File: src/rtl/fmq_cmd_pkg.sv
// Shared definitions for the levitator board 3-byte UART command frame.
// Used by both the host-side encoder and the board-side decoder.
package fmq_cmd_pkg;

  localparam logic [1:0] OP_SET_OFFSET = 2'b00;
  localparam logic [1:0] OP_RELOAD     = 2'b01;
  localparam logic [1:0] OP_QUERY      = 2'b10;
  localparam logic [1:0] OP_DAC        = 2'b11;

  localparam int CMD_BYTES    = 3;
  localparam int OFFSET_WIDTH = 11;

  typedef enum logic [2:0] {
    ST_IDLE  = 3'd0,
    ST_SEND0 = 3'd1,
    ST_SEND1 = 3'd2,
    ST_SEND2 = 3'd3,
    ST_ECHO  = 3'd4,
    ST_RESP  = 3'd5,
    ST_FIN   = 3'd6
  } fmq_state_e;

  typedef logic [CMD_BYTES-1:0][7:0] fmq_cmd_bytes_t;

endpackage

File: src/rtl/fmq_cmd_pack.sv
// Combinational packing of {op, chan, val} into the 3-byte command frame.
// Only B0 carries bit 7 set, so the decoder can resynchronise on it.
module fmq_cmd_pack
  import fmq_cmd_pkg::*;
(
  input  logic [1:0]     op,
  input  logic [6:0]     chan,
  input  logic [11:0]    val,
  output fmq_cmd_bytes_t bytes
);

  assign bytes[0] = {1'b1, op, chan[6:2]};
  assign bytes[1] = {1'b0, chan[1:0], val[11:7]};
  assign bytes[2] = {1'b0, val[6:0]};

endmodule

File: src/rtl/fmq_cmd_encoder.sv
// Host-side command encoder: sends a 3-byte frame, collects the echoes and
// the optional query response. FMQ_ECHO_CHECK_EN adds echo comparison (err_echo).
module fmq_cmd_encoder
  import fmq_cmd_pkg::*;
#(
  parameter int TIMEOUT  = 2500000,
  parameter int TO_WIDTH = 22
) (
  input  logic        clk,
  input  logic        rst,
  input  logic        req_valid,
  output logic        req_ready,
  input  logic [1:0]  req_op,
  input  logic [6:0]  req_chan,
  input  logic [11:0] req_val,
  output logic [7:0]  m_tdata,
  output logic        m_tvalid,
  input  logic        m_tready,
  input  logic [7:0]  s_tdata,
  input  logic        s_tvalid,
  output logic        s_tready,
  output logic        done,
  output logic        err_timeout,
  output logic [7:0]  resp_data,
  output logic        busy
`ifdef FMQ_ECHO_CHECK_EN
  ,
  output logic        err_echo
`endif
);

  fmq_cmd_bytes_t      pack_bytes;
  fmq_cmd_bytes_t      cmd_bytes;
  logic [1:0]          op_q;
  fmq_state_e          state, state_nxt;
  logic [1:0]          echo_cnt;
  logic [TO_WIDTH-1:0] to_cnt;
  logic                accept, echo_take, waiting, to_hit, to_fire, resp_take, echo_bad;

  fmq_cmd_pack u_pack (
    .op   (req_op),
    .chan (req_chan),
    .val  (req_val),
    .bytes(pack_bytes)
  );

  assign req_ready = (state == ST_IDLE);
  assign busy      = ~req_ready;
  assign accept    = req_valid & req_ready;
  assign m_tvalid  = (state == ST_SEND0) || (state == ST_SEND1) || (state == ST_SEND2);
  assign done      = (state == ST_FIN);
  assign waiting   = (state == ST_ECHO) || (state == ST_RESP);

  // Echoes can overtake the next outgoing byte, so they are counted from SEND0 on.
  assign echo_take = s_tvalid && (echo_cnt != 2'd3) &&
                     (m_tvalid || (state == ST_ECHO));
  assign to_hit    = waiting && !s_tvalid && (to_cnt == TO_WIDTH'(TIMEOUT - 1));

  always_comb begin
    m_tdata = 8'h00;
    case (state)
      ST_SEND0: m_tdata = cmd_bytes[0];
      ST_SEND1: m_tdata = cmd_bytes[1];
      ST_SEND2: m_tdata = cmd_bytes[2];
      default:  m_tdata = 8'h00;
    endcase
  end

  always_comb begin
    state_nxt = state;
    resp_take = 1'b0;
    to_fire   = 1'b0;
    case (state)
      ST_IDLE:  if (accept)   state_nxt = ST_SEND0;
      ST_SEND0: if (m_tready) state_nxt = ST_SEND1;
      ST_SEND1: if (m_tready) state_nxt = ST_SEND2;
      ST_SEND2: if (m_tready) state_nxt = ST_ECHO;
      ST_ECHO: begin
        if (echo_cnt == 2'd3) begin
          if (op_q == OP_QUERY && !echo_bad) begin
            // response may directly follow the third echo
            if (s_tvalid) begin
              resp_take = 1'b1;
              state_nxt = ST_FIN;
            end else begin
              state_nxt = ST_RESP;
            end
          end else begin
            state_nxt = ST_FIN;
          end
        end else if (to_hit) begin
          to_fire   = 1'b1;
          state_nxt = ST_FIN;
        end
      end
      ST_RESP: begin
        if (s_tvalid) begin
          resp_take = 1'b1;
          state_nxt = ST_FIN;
        end else if (to_hit) begin
          to_fire   = 1'b1;
          state_nxt = ST_FIN;
        end
      end
      ST_FIN:  state_nxt = ST_IDLE;
      default: state_nxt = ST_IDLE;
    endcase
  end

  always_ff @(posedge clk or negedge rst) begin
    if (!rst) begin
      state       <= ST_IDLE;
      s_tready    <= 1'b0;
      cmd_bytes   <= '0;
      op_q        <= 2'b00;
      echo_cnt    <= 2'd0;
      err_timeout <= 1'b0;
      resp_data   <= 8'h00;
      to_cnt      <= '0;
    end else begin
      state    <= state_nxt;
      s_tready <= 1'b1;
      if (accept) begin
        cmd_bytes   <= pack_bytes;
        op_q        <= req_op;
        echo_cnt    <= 2'd0;
        err_timeout <= 1'b0;
      end else begin
        if (echo_take) echo_cnt <= echo_cnt + 2'd1;
        if (to_fire)   err_timeout <= 1'b1;
      end
      if (resp_take) resp_data <= s_tdata;
      if (!waiting || s_tvalid) to_cnt <= '0;
      else                      to_cnt <= to_cnt + 1'b1;
    end
  end

`ifdef FMQ_ECHO_CHECK_EN
  logic [7:0] echo_exp;

  always_comb begin
    echo_exp = cmd_bytes[0];
    case (echo_cnt)
      2'd1:    echo_exp = cmd_bytes[1];
      2'd2:    echo_exp = cmd_bytes[2];
      default: echo_exp = cmd_bytes[0];
    endcase
  end

  always_ff @(posedge clk or negedge rst) begin
    if (!rst)                                   err_echo <= 1'b0;
    else if (accept)                            err_echo <= 1'b0;
    else if (echo_take && s_tdata != echo_exp)  err_echo <= 1'b1;
  end

  assign echo_bad = err_echo;
`else
  assign echo_bad = 1'b0;
`endif

endmodule

File: config.mk
export PLATFORM = sky130hd
export DESIGN_NAME = fmq_cmd_encoder
export DESIGN_NICKNAME = d
export VERILOG_FILES = /design/src/rtl/fmq_cmd_pkg.sv /design/src/rtl/fmq_cmd_pack.sv /design/src/rtl/fmq_cmd_encoder.sv
export SDC_FILE = /design/constraint.sdc
export NUM_CORES = 1
export LEC_CHECK = 0
export BUFFER_PORTS_ARGS = -buffer_cell sky130_fd_sc_hd__clkbuf_2
export CAP_MARGIN = 20
export CORE_MARGIN = 2
export CORE_UTILIZATION = 40
export DETAILED_ROUTE_END_ITERATION = 6
export GPL_TIMING_DRIVEN = 0
export RECOVER_POWER = 100
export SKIP_CTS_REPAIR_TIMING = 1
export SLEW_MARGIN = 20
export SYNTH_ARGS = -nofsm -noshare
export SYNTH_HDL_FRONTEND = slang
export SYNTH_SLANG_ARGS = --single-unit
File: constraint.sdc
create_clock -name clk -period 1.9 [get_ports clk]
set_clock_uncertainty 0.2 [all_clocks]
set_input_delay 0.38 -clock clk [delete_from_list [all_inputs] [get_ports clk]]
set_output_delay 0.38 -clock clk [all_outputs]
set_load 0.1 [all_outputs]
==> results of run 1 <==
[state kept, by name (all words and copies together) (netlist names)]
| register | cells |
|---|---|
| echo_cnt | 2 |
| resp_data | 8 |
| s_tready | 1 |
| to_cnt | 22 |
| err_timeout | 1 |
| cmd_bytes | 22 |
| state | 3 |
[logic make-up (layout without fill, tap and decap cells)]
| kind of cell | Yosys count | after routing | share of synthesized area |
|---|---|---|---|
| AND/OR/NAND/NOR | 101 | 101 | 0.191 |
| flip-flops | 59 | 59 | 0.502 |
| AO/OA/AOI/OAI | 42 | 42 | 0.0889 |
| multiplexers | 39 | 39 | 0.148 |
| buffers and inverters | 19 | 121 | 0.0277 |
| XOR/XNOR | 11 | 11 | 0.0328 |
| adder cells (fa/ha/maj) | 2 | 2 | 0.00851 |
| other | 1 | 1 | 0.00128 |
[layer usage]
layer  global-route usage  up-vias
met2                0.280       57
met3               0.0562       12
met5                    0        -
met4               0.0744        0
li1                     -     1188
met1                0.236     1204
[where the power goes]
part,leakage (nW),total (W),switching (W),internal [W]
logic,1.04,0.00523,0.00306,0.00217
registers,0.737,0.00188,0.000250,0.00163
clock network,0.0962,0.00117,0.000558,0.000613
total,1.88,0.00828,0.00387,0.00441
[cells in the final DEF (no fill, tap or decap), types with 8 or more instances in the layout]
cell type  synthesis  routed
nand2_1           15      13
nor2_4             0       8
nor2_1            23      15
buf_12             0      16
a21oi_1           15      12
clkbuf_8           0       9
buf_4              2      26
mux2_2            36      14
mux2_4             0      22
dfrtp_1           59      53
o21ai_0           10      10
clkbuf_2           1      45
nand3_1           10       8
[critical path: stages, from the launching register on]
cell and delay, ns:
dfrtp_1 0.40, buf_8 0.14, buf_8 0.13, mux2_4 0.30, a22oi_2 0.20, nor2_4 0.06
buf_12 0.16
[stage by stage]
stage | setup WS [ns] | hold WS [ns] | cell area (um^2) | setup TNS (ns)
2_1_floorplan | -0.703 | -0.116 | 3230 | -13.72
3_3_place_gp | -0.387 | 0.254 | 3630 | -8.89
3_5_place_dp | -0.419 | 0.131 | 3650 | -5.10
4_1_cts | -0.800 | -0.248 | 3850 | -9.74
5_1_grt | -0.454 | 0.0409 | 4450 | -10.73
6_report | -0.411 | 0.0558 | 4450 | -8.35
[cell type report]
| class | instances | area share |
|---|---|---|
| multi-input cells | 196 | 0.386 |
| flip-flops and latches | 59 | 0.333 |
| repair buffers | 88 | 0.168 |
| plain buffers | 12 | 0.0351 |
| clock buffers | 9 | 0.0278 |
| well taps | 99 | 0.0278 |
| clock inverters | 7 | 0.0171 |
| inverters | 5 | 0.00506 |
[worst paths after layout]
check                             startpoint       endpoint  slack, ns
worst min register to register  cmd_bytes[7]   cmd_bytes[7]       0.27
max in group asynchronous                rst      to_cnt[4]       0.23
worst max register to register      state[0]  cmd_bytes[13]      -0.24
worst max-delay path                state[0]     m_tdata[2]      -0.41
min in group asynchronous                rst   cmd_bytes[9]       0.36
worst min-delay path              s_tdata[2]   resp_data[2]       0.06
==> flow_metrics.env, run 1 <==
export IMPL_status="finished with violations"
export IMPL_failed_checks="negative setup slack"
export IMPL_wl_met1_um=3330
export IMPL_fin_crit_ns=2.31
export IMPL_hold_viol_final=0
export IMPL_start_util=0.410
export IMPL_clock_fmax_mhz=433
export IMPL_ys_flop_type="dfrtp_1"
export IMPL_rows=31
export IMPL_grt_pass1_wl_um=11600
export IMPL_antenna_found_initial=0
export IMPL_synth_edf_count=0
export IMPL_worst_pin_slew_ns=0.578
export IMPL_final_util=0.620
export IMPL_relSlewSlack=0.615
export IMPL_hpwl_um=4700
export IMPL_dr_wl_met3_um=327
export IMPL_post_drt_via_cell_ratio=5.18
export IMPL_r2r_cells=8
export IMPL_wire_per_inst_um=15.7
export IMPL_synth_seq_area_share=0.502
export IMPL_port_buffers=55
export IMPL_synthesis_area_um2=2940
export IMPL_htreeDepth=3
export IMPL_crit_fanout=8
export IMPL_ys_top_cells_by_area="dfrtp_1, mux2_2, nor2_1, a21oi_1, nand2_1"
export IMPL_die_area_um2=8050
export IMPL_path_clk_slew_ns=0.08
export IMPL_worst_endpoint_required_ns=1.32
export IMPL_antenna_cells=0
export IMPL_seq_area_um2=1480
export IMPL_place_gp_congestion=0.808
export IMPL_fin_ws_ns=-0.411
export IMPL_synth_top_area_frac=0.502
export IMPL_vias=2461
export IMPL_drt_first_pass_iters=4
export IMPL_end_kind="output port"
export IMPL_cts_sinks=59
export IMPL_grt_overflow=0
export IMPL_fin_nets=407
export IMPL_worstPathArrival_ns=1.73
export IMPL_grt_pass1_vias=2364
export IMPL_slew_viol_final=0
export IMPL_wirelength_um=7440
export IMPL_irDropWorstVdd_mv=1.86
export IMPL_clock_latency_ns=0.35
export IMPL_final_cell_count_no_fill=475
export IMPL_drtIter0Drc=84
export IMPL_syn_mean_instance_area_um2=10.7
export IMPL_dr_max_layer_used="met4"
export IMPL_synth_most_common_cell="dfrtp_1"
export IMPL_die_w_um=89.7
export IMPL_critPathKind="reg -> out"
export IMPL_drc_errors=0
export IMPL_core_area_um2=7180
export IMPL_yosysWarnings=0
export IMPL_synth_seq_cells=59
export IMPL_cts_tree="done"
export IMPL_min_path_type="in -> reg"
export IMPL_rsz0062_at_grt="yes"
export IMPL_synth_largest_area_cell="dfrtp_1"
export IMPL_ys_types=49
export IMPL_async_reset_ff_frac=1.00
export IMPL_fillers=584
export IMPL_setup_violations=38
export IMPL_cp_start_kind="flip-flop"
export IMPL_cts_path_max_buffers=2
export IMPL_io_pins=56
export IMPL_min_path_cells=2
export IMPL_leakagePower_nw=1.88
export IMPL_synthTopCellsByCount="dfrtp_1, mux2_2, nor2_1"
export IMPL_postSynthCellCount=274
export IMPL_final_antenna_net_count=0
export IMPL_die_h_um=89.7
export IMPL_multi_input_area_um2=1720
export IMPL_cts_buffers=9
export IMPL_route_met2_wl_um=3620
export IMPL_placed_cells=429
export IMPL_synth_nets=310
export IMPL_grt_use_total=0.181
export IMPL_area_growth_syn_to_layout_pct=51.4
export IMPL_grt_max_degree=39
export IMPL_drive_above_1_share=0.519
export IMPL_power_density_nw_per_um2=1860
export IMPL_power_w=0.00828
export IMPL_fin_crit_sh=1.22
export IMPL_drv_cap=0
export IMPL_clock_root_buffer="clkbuf_8"
Power figures use the tool's default switching activity.
==> run 2: changes to the inputs <==
- SKIP_LAST_GASP: default -> 1
- clock period: 1.9 -> 2.1 ns (I/O delays scaled with it)
==> flow_metrics.env, run 2 (synthesized netlist as in run 1, its figures left out) <==
export IMPL_wire_per_inst_um=15.7
export IMPL_dr_wl_met3_um=282
export IMPL_combPwrFrac=0.623
export IMPL_stdcell_area_um2=4250
export IMPL_status="finished with violations"
export IMPL_die_h_um=89.7
export IMPL_hpwl_um=4770
export IMPL_port_buffers=55
export IMPL_io_pins=56
export IMPL_setup_tns_ns=-2.63
export IMPL_drv_cap=0
export IMPL_wirelength_um=7300
export IMPL_fin_ws_ns=-0.260
export IMPL_worst_endpoint_required_ns=1.48
export IMPL_crit_fanout=7
export IMPL_vias=2437
export IMPL_grt_overflow=0
export IMPL_drtIter0Drc=106
export IMPL_worstPathArrival_ns=1.74
export IMPL_grt_max_degree=38
export IMPL_drc_errors=0
export IMPL_critPathKind="reg -> out"
export IMPL_cts_sinks=59
export IMPL_cts_tree="done"
export IMPL_setup_violations=32
export IMPL_drive_above_1_share=0.475
export IMPL_power_w=0.00739
export IMPL_power_density_nw_per_um2=1740
export IMPL_die_w_um=89.7
export IMPL_placed_cells=429
export IMPL_slew_viol_final=0
export IMPL_htreeDepth=3
export IMPL_core_area_um2=7180
export IMPL_p_int_w=0.00394
export IMPL_die_area_um2=8050
export IMPL_drt_first_pass_iters=4
export IMPL_clock_latency_ns=0.35
export IMPL_worst_pin_slew_ns=0.559
export IMPL_fin_crit_ns=2.36
export IMPL_antenna_cells=0
export IMPL_start_util=0.410
export IMPL_swShare=0.467
export IMPL_failed_checks="negative setup slack"
export IMPL_final_cell_count_no_fill=465
export IMPL_end_kind="output port"
export IMPL_cp_start_kind="flip-flop"
export IMPL_relSlewSlack=0.627
export IMPL_place_gp_congestion=0.831
export IMPL_clock_power_share=0.148
export IMPL_hold_viol_final=0
export IMPL_rows=31
export IMPL_grt_pass1_wl_um=11700
export IMPL_wl_met1_um=3320
export IMPL_grt_pass1_vias=2492
export IMPL_rsz0062_at_grt="yes"
export IMPL_pre_cts_ws_ns=-0.274
export IMPL_clock_root_buffer="clkbuf_8"
export IMPL_dr_max_layer_used="met4"
export IMPL_fin_nets=397
export IMPL_final_antenna_net_count=0
export IMPL_min_path_type="in -> reg"
export IMPL_path_clk_slew_ns=0.08
export IMPL_placed_cell_area_um2=3580
export IMPL_post_drt_via_cell_ratio=5.24
export IMPL_route_met2_wl_um=3580
export IMPL_irDropWorstVdd_mv=1.50
export IMPL_clock_fmax_mhz=424
export IMPL_cts_path_max_buffers=2
export IMPL_final_common_cell="dfrtp_1"
export IMPL_p_sw_w=0.00345
export IMPL_seqPwrFrac=0.229
export IMPL_leakagePower_nw=1.79
export IMPL_antenna_found_initial=0
export IMPL_area_growth_syn_to_layout_pct=44.5
export IMPL_fin_crit_sh=1.12
export IMPL_cts_buffers=9
export IMPL_mostFrequentLayoutCells="dfrtp_1, clkbuf_2, mux2_4"
export IMPL_largestRegisters="cmd_bytes (22), to_cnt (22), resp_data (8)"
export IMPL_grt_use_total=0.180
## run 2: changes by cell type in the layout (fill, tap and decap cells not counted), moves of 3 or more
| cell | change |
|---|---|
| buf_4 | -10 |
| buf_8 | +6 |
| clkbuf_4 | +3 |
| dfrtp_1 | +3 |
| dfrtp_2 | -3 |
| buf_12 | -6 |
## run 2: worst paths after layout
path / from / to / slack, ns / depth (start not counted)
worst min register to register: to_cnt[0] / to_cnt[0] / 0.29 / 1
min in group asynchronous: rst / resp_data[2] / 0.39 / 2
worst min-delay path: req_val[0] / cmd_bytes[16] / 0.1 / 2
max in group asynchronous: rst / state[1] / 0.32 / 3
worst max-delay path: state[0] / m_tdata[2] / -0.26 / 6
worst max register to register: state[0] / cmd_bytes[13] / -0.04 / 7
## run 2: critical path, stage by stage (launching register included)
cell,delay [ns]
dfrtp_1,0.36
buf_8,0.14
buf_8,0.13
mux2_2,0.34
a22oi_2,0.20
nor2_4,0.05
buf_8,0.17
## run 2: power groups by stage
stage	Combinational [W]	Clock, W	Sequential, W
2_1_floorplan	0.00250	0	0.00222
3_3_place_gp	0.00354	0	0.00169
3_5_place_dp	0.00358	0	0.00169
4_1_cts	0.00359	0.00113	0.00168
5_1_grt	0.00479	0.00118	0.00173
6_report	0.00460	0.00110	0.00169
## run 2: area by class of cell
type,count,area [um^2]
fill,622,2930
multi-input combinational,196,1640
sequential,59,1480
timing repair buffer,78,632
clock buffer,11,151
buffer,12,140
tap,99,124
clock inverter,5,61.3
inverter,5,22.5
## run 2: through the flow
stage          utilization  hold slack [ns]
3_5_place_dp         0.499            0.171
6_report             0.592           0.0962
3_3_place_gp         0.496            0.252
2_1_floorplan            -          -0.0756
5_1_grt              0.592           0.0778
4_1_cts              0.529           -0.207
## run 2: routing by layer
metal | track usage | vias to the layer above
met2 | 0.285 | 49
met3 | 0.0553 | 13
met4 | 0.0731 | 0
met5 | 0 | -
met1 | 0.230 | 1203
li1 | - | 1172
==> run 3: changes to the inputs <==
==> constraint.sdc (replaced) <==
create_clock -name clk -period 2.1 [get_ports clk]
set_clock_uncertainty 0.2 [all_clocks]
set_input_delay 0.105 -clock clk [delete_from_list [all_inputs] [get_ports clk]]
set_output_delay 0.105 -clock clk [all_outputs]
set_load 0.1 [all_outputs]
==> flow_metrics.env, run 3 (synthesized netlist as in run 1, its figures left out) <==
export IMPL_wirelength_um=7200
export IMPL_grt_overflow=0
export IMPL_antenna_found_initial=0
export IMPL_clock_root_buffer="clkbuf_8"
export IMPL_cts_buffers=9
export IMPL_cts_path_max_buffers=2
export IMPL_worst_endpoint_required_ns=2.18
export IMPL_cts_sinks=59
export IMPL_final_util=0.584
export IMPL_post_drt_via_cell_ratio=5.23
export IMPL_drc_errors=0
export IMPL_clock_fmax_mhz=490
export IMPL_slowest_stage="or4b_4"
export IMPL_cp_start_kind="flip-flop"
export IMPL_grt_pass1_wl_um=11000
export IMPL_core_area_um2=7180
export IMPL_multi_input_area_um2=1500
export IMPL_crit_family="simple AND/OR/NAND/NOR gates"
export IMPL_critPathKind="reg -> reg"
export IMPL_crit_fanout=3
export IMPL_r2r_setup_slack_ns=0.06
export IMPL_worstPathArrival_ns=2.12
export IMPL_r2r_start="to_cnt[0]"
export IMPL_grt_max_degree=51
export IMPL_antenna_cells=0
export IMPL_hold_viol_final=1
export IMPL_r2r_cells=5
export IMPL_p_int_w=0.00328
export IMPL_die_h_um=89.7
export IMPL_fillers=601
export IMPL_rsz0062_at_grt="yes"
export IMPL_min_path_cells=4
export IMPL_slew_viol_final=0
export IMPL_vias=2549
export IMPL_start_util=0.410
export IMPL_die_area_um2=8050
export IMPL_clock_power_share=0.177
export IMPL_seq_area_um2=1480
export IMPL_grt_use_total=0.169
export IMPL_drt_first_pass_iters=4
export IMPL_htreeDepth=3
export IMPL_mostFrequentLayoutCells="dfrtp_1, clkbuf_2, mux2_2"
export IMPL_failed_checks="negative hold slack"
export IMPL_critical_path_buf_inv_count=0
export IMPL_final_antenna_net_count=0
export IMPL_port_buffers=55
export IMPL_stdcell_area_um2=4190
export IMPL_final_common_cell="dfrtp_1"
export IMPL_clock_latency_ns=0.34
export IMPL_irDropWorstVdd_mv=1.14
export IMPL_fin_nets=419
export IMPL_grt_pass1_vias=2272
export IMPL_startpoint="to_cnt[0]"
export IMPL_hpwl_um=4600
export IMPL_r2r_end="state[1]"
export IMPL_fin_crit_ns=2.04
export IMPL_slowest_delay_ns=0.56
export IMPL_hold_end="to_cnt[14]"
export IMPL_whs_ns=-0.0192
export IMPL_rows=31
export IMPL_drv_cap=0
export IMPL_power_density_nw_per_um2=1540
export IMPL_io_pins=56
export IMPL_drive_above_1_share=0.384
export IMPL_p_sw_w=0.00317
export IMPL_wire_per_inst_um=14.8
export IMPL_die_w_um=89.7
export IMPL_largestRegisters="cmd_bytes (22), to_cnt (22), resp_data (8)"
export IMPL_fin_crit_sh=0.972
export IMPL_seqPwrFrac=0.260
export IMPL_setup_violations=0
export IMPL_min_path_type="in -> reg"
export IMPL_path_cells="ha_4, nand4_4, or4b_4, a2111oi_4, o21a_1"
export IMPL_relSlewSlack=0.157
export IMPL_place_gp_congestion=0.826
export IMPL_worst_pin_slew_ns=1.26
export IMPL_drtIter0Drc=106
export IMPL_cts_tree="done"
export IMPL_crit_cells=5
export IMPL_min_from="s_tvalid"
export IMPL_placed_cell_area_um2=3430
export IMPL_swShare=0.491
export IMPL_end_kind="flip-flop"
export IMPL_leakagePower_nw=1.74
export IMPL_path_clk_slew_ns=0.07
export IMPL_status="finished with violations"
export IMPL_combPwrFrac=0.563
export IMPL_area_growth_syn_to_layout_pct=42.5
[run 3: per-stage QoR]
step           power [W]  worst slack, ns  instances  TNS (ns)
2_1_floorplan    0.00440           -0.412        274     -9.88
3_3_place_gp     0.00489           -0.221        428     -2.79
3_5_place_dp     0.00494           -0.224        429     -3.04
4_1_cts          0.00609           -0.598        445     -6.91
5_1_grt          0.00677          -0.0415        487    -0.103
6_report         0.00646           0.0584        487         0
[run 3: per-layer routing]
metal  up-vias  GRT usage  part of all wire
met3        17     0.0411             0.044
li1       1211          -                 -
met5         -          0                 0
met2        71      0.251              0.47
met4         0     0.0808             0.026
met1      1250      0.234              0.46
[run 3: tightest hold or removal path, stage by stage]
cell	delay [ns]
clkbuf_2	0.13
nor2_1	0.11
nand2_1	0.08
mux2i_1	0.06
[run 3: layout make-up]
class,instances,share of cell area
Buffer,13,0.0236
Clock buffer,9,0.0296
Clock inverter,7,0.0221
Inverter,5,0.00448
Multi-Input combinational cell,196,0.357
Sequential cell,59,0.353
Tap cell,99,0.0296
Timing Repair Buffer,99,0.181
[run 3: how the worst max path moves through the flow]
stage,end,slack [ns]
final,state[1],0.06
after CTS,m_tdata[5],-0.60
after detailed placement,m_tdata[5],-0.22
after global routing,err_timeout,-0.04
after floorplan,cmd_bytes[10],-0.41
after global placement,m_tdata[5],-0.22
[run 3: power groups by stage]
stage | clock, W | sequential (W) | combinational [W]
2_1_floorplan | 0 | 0.00222 | 0.00218
3_3_place_gp | 0 | 0.00167 | 0.00322
3_5_place_dp | 0 | 0.00168 | 0.00326
4_1_cts | 0.00117 | 0.00166 | 0.00326
5_1_grt | 0.00123 | 0.00172 | 0.00382
6_report | 0.00114 | 0.00168 | 0.00364
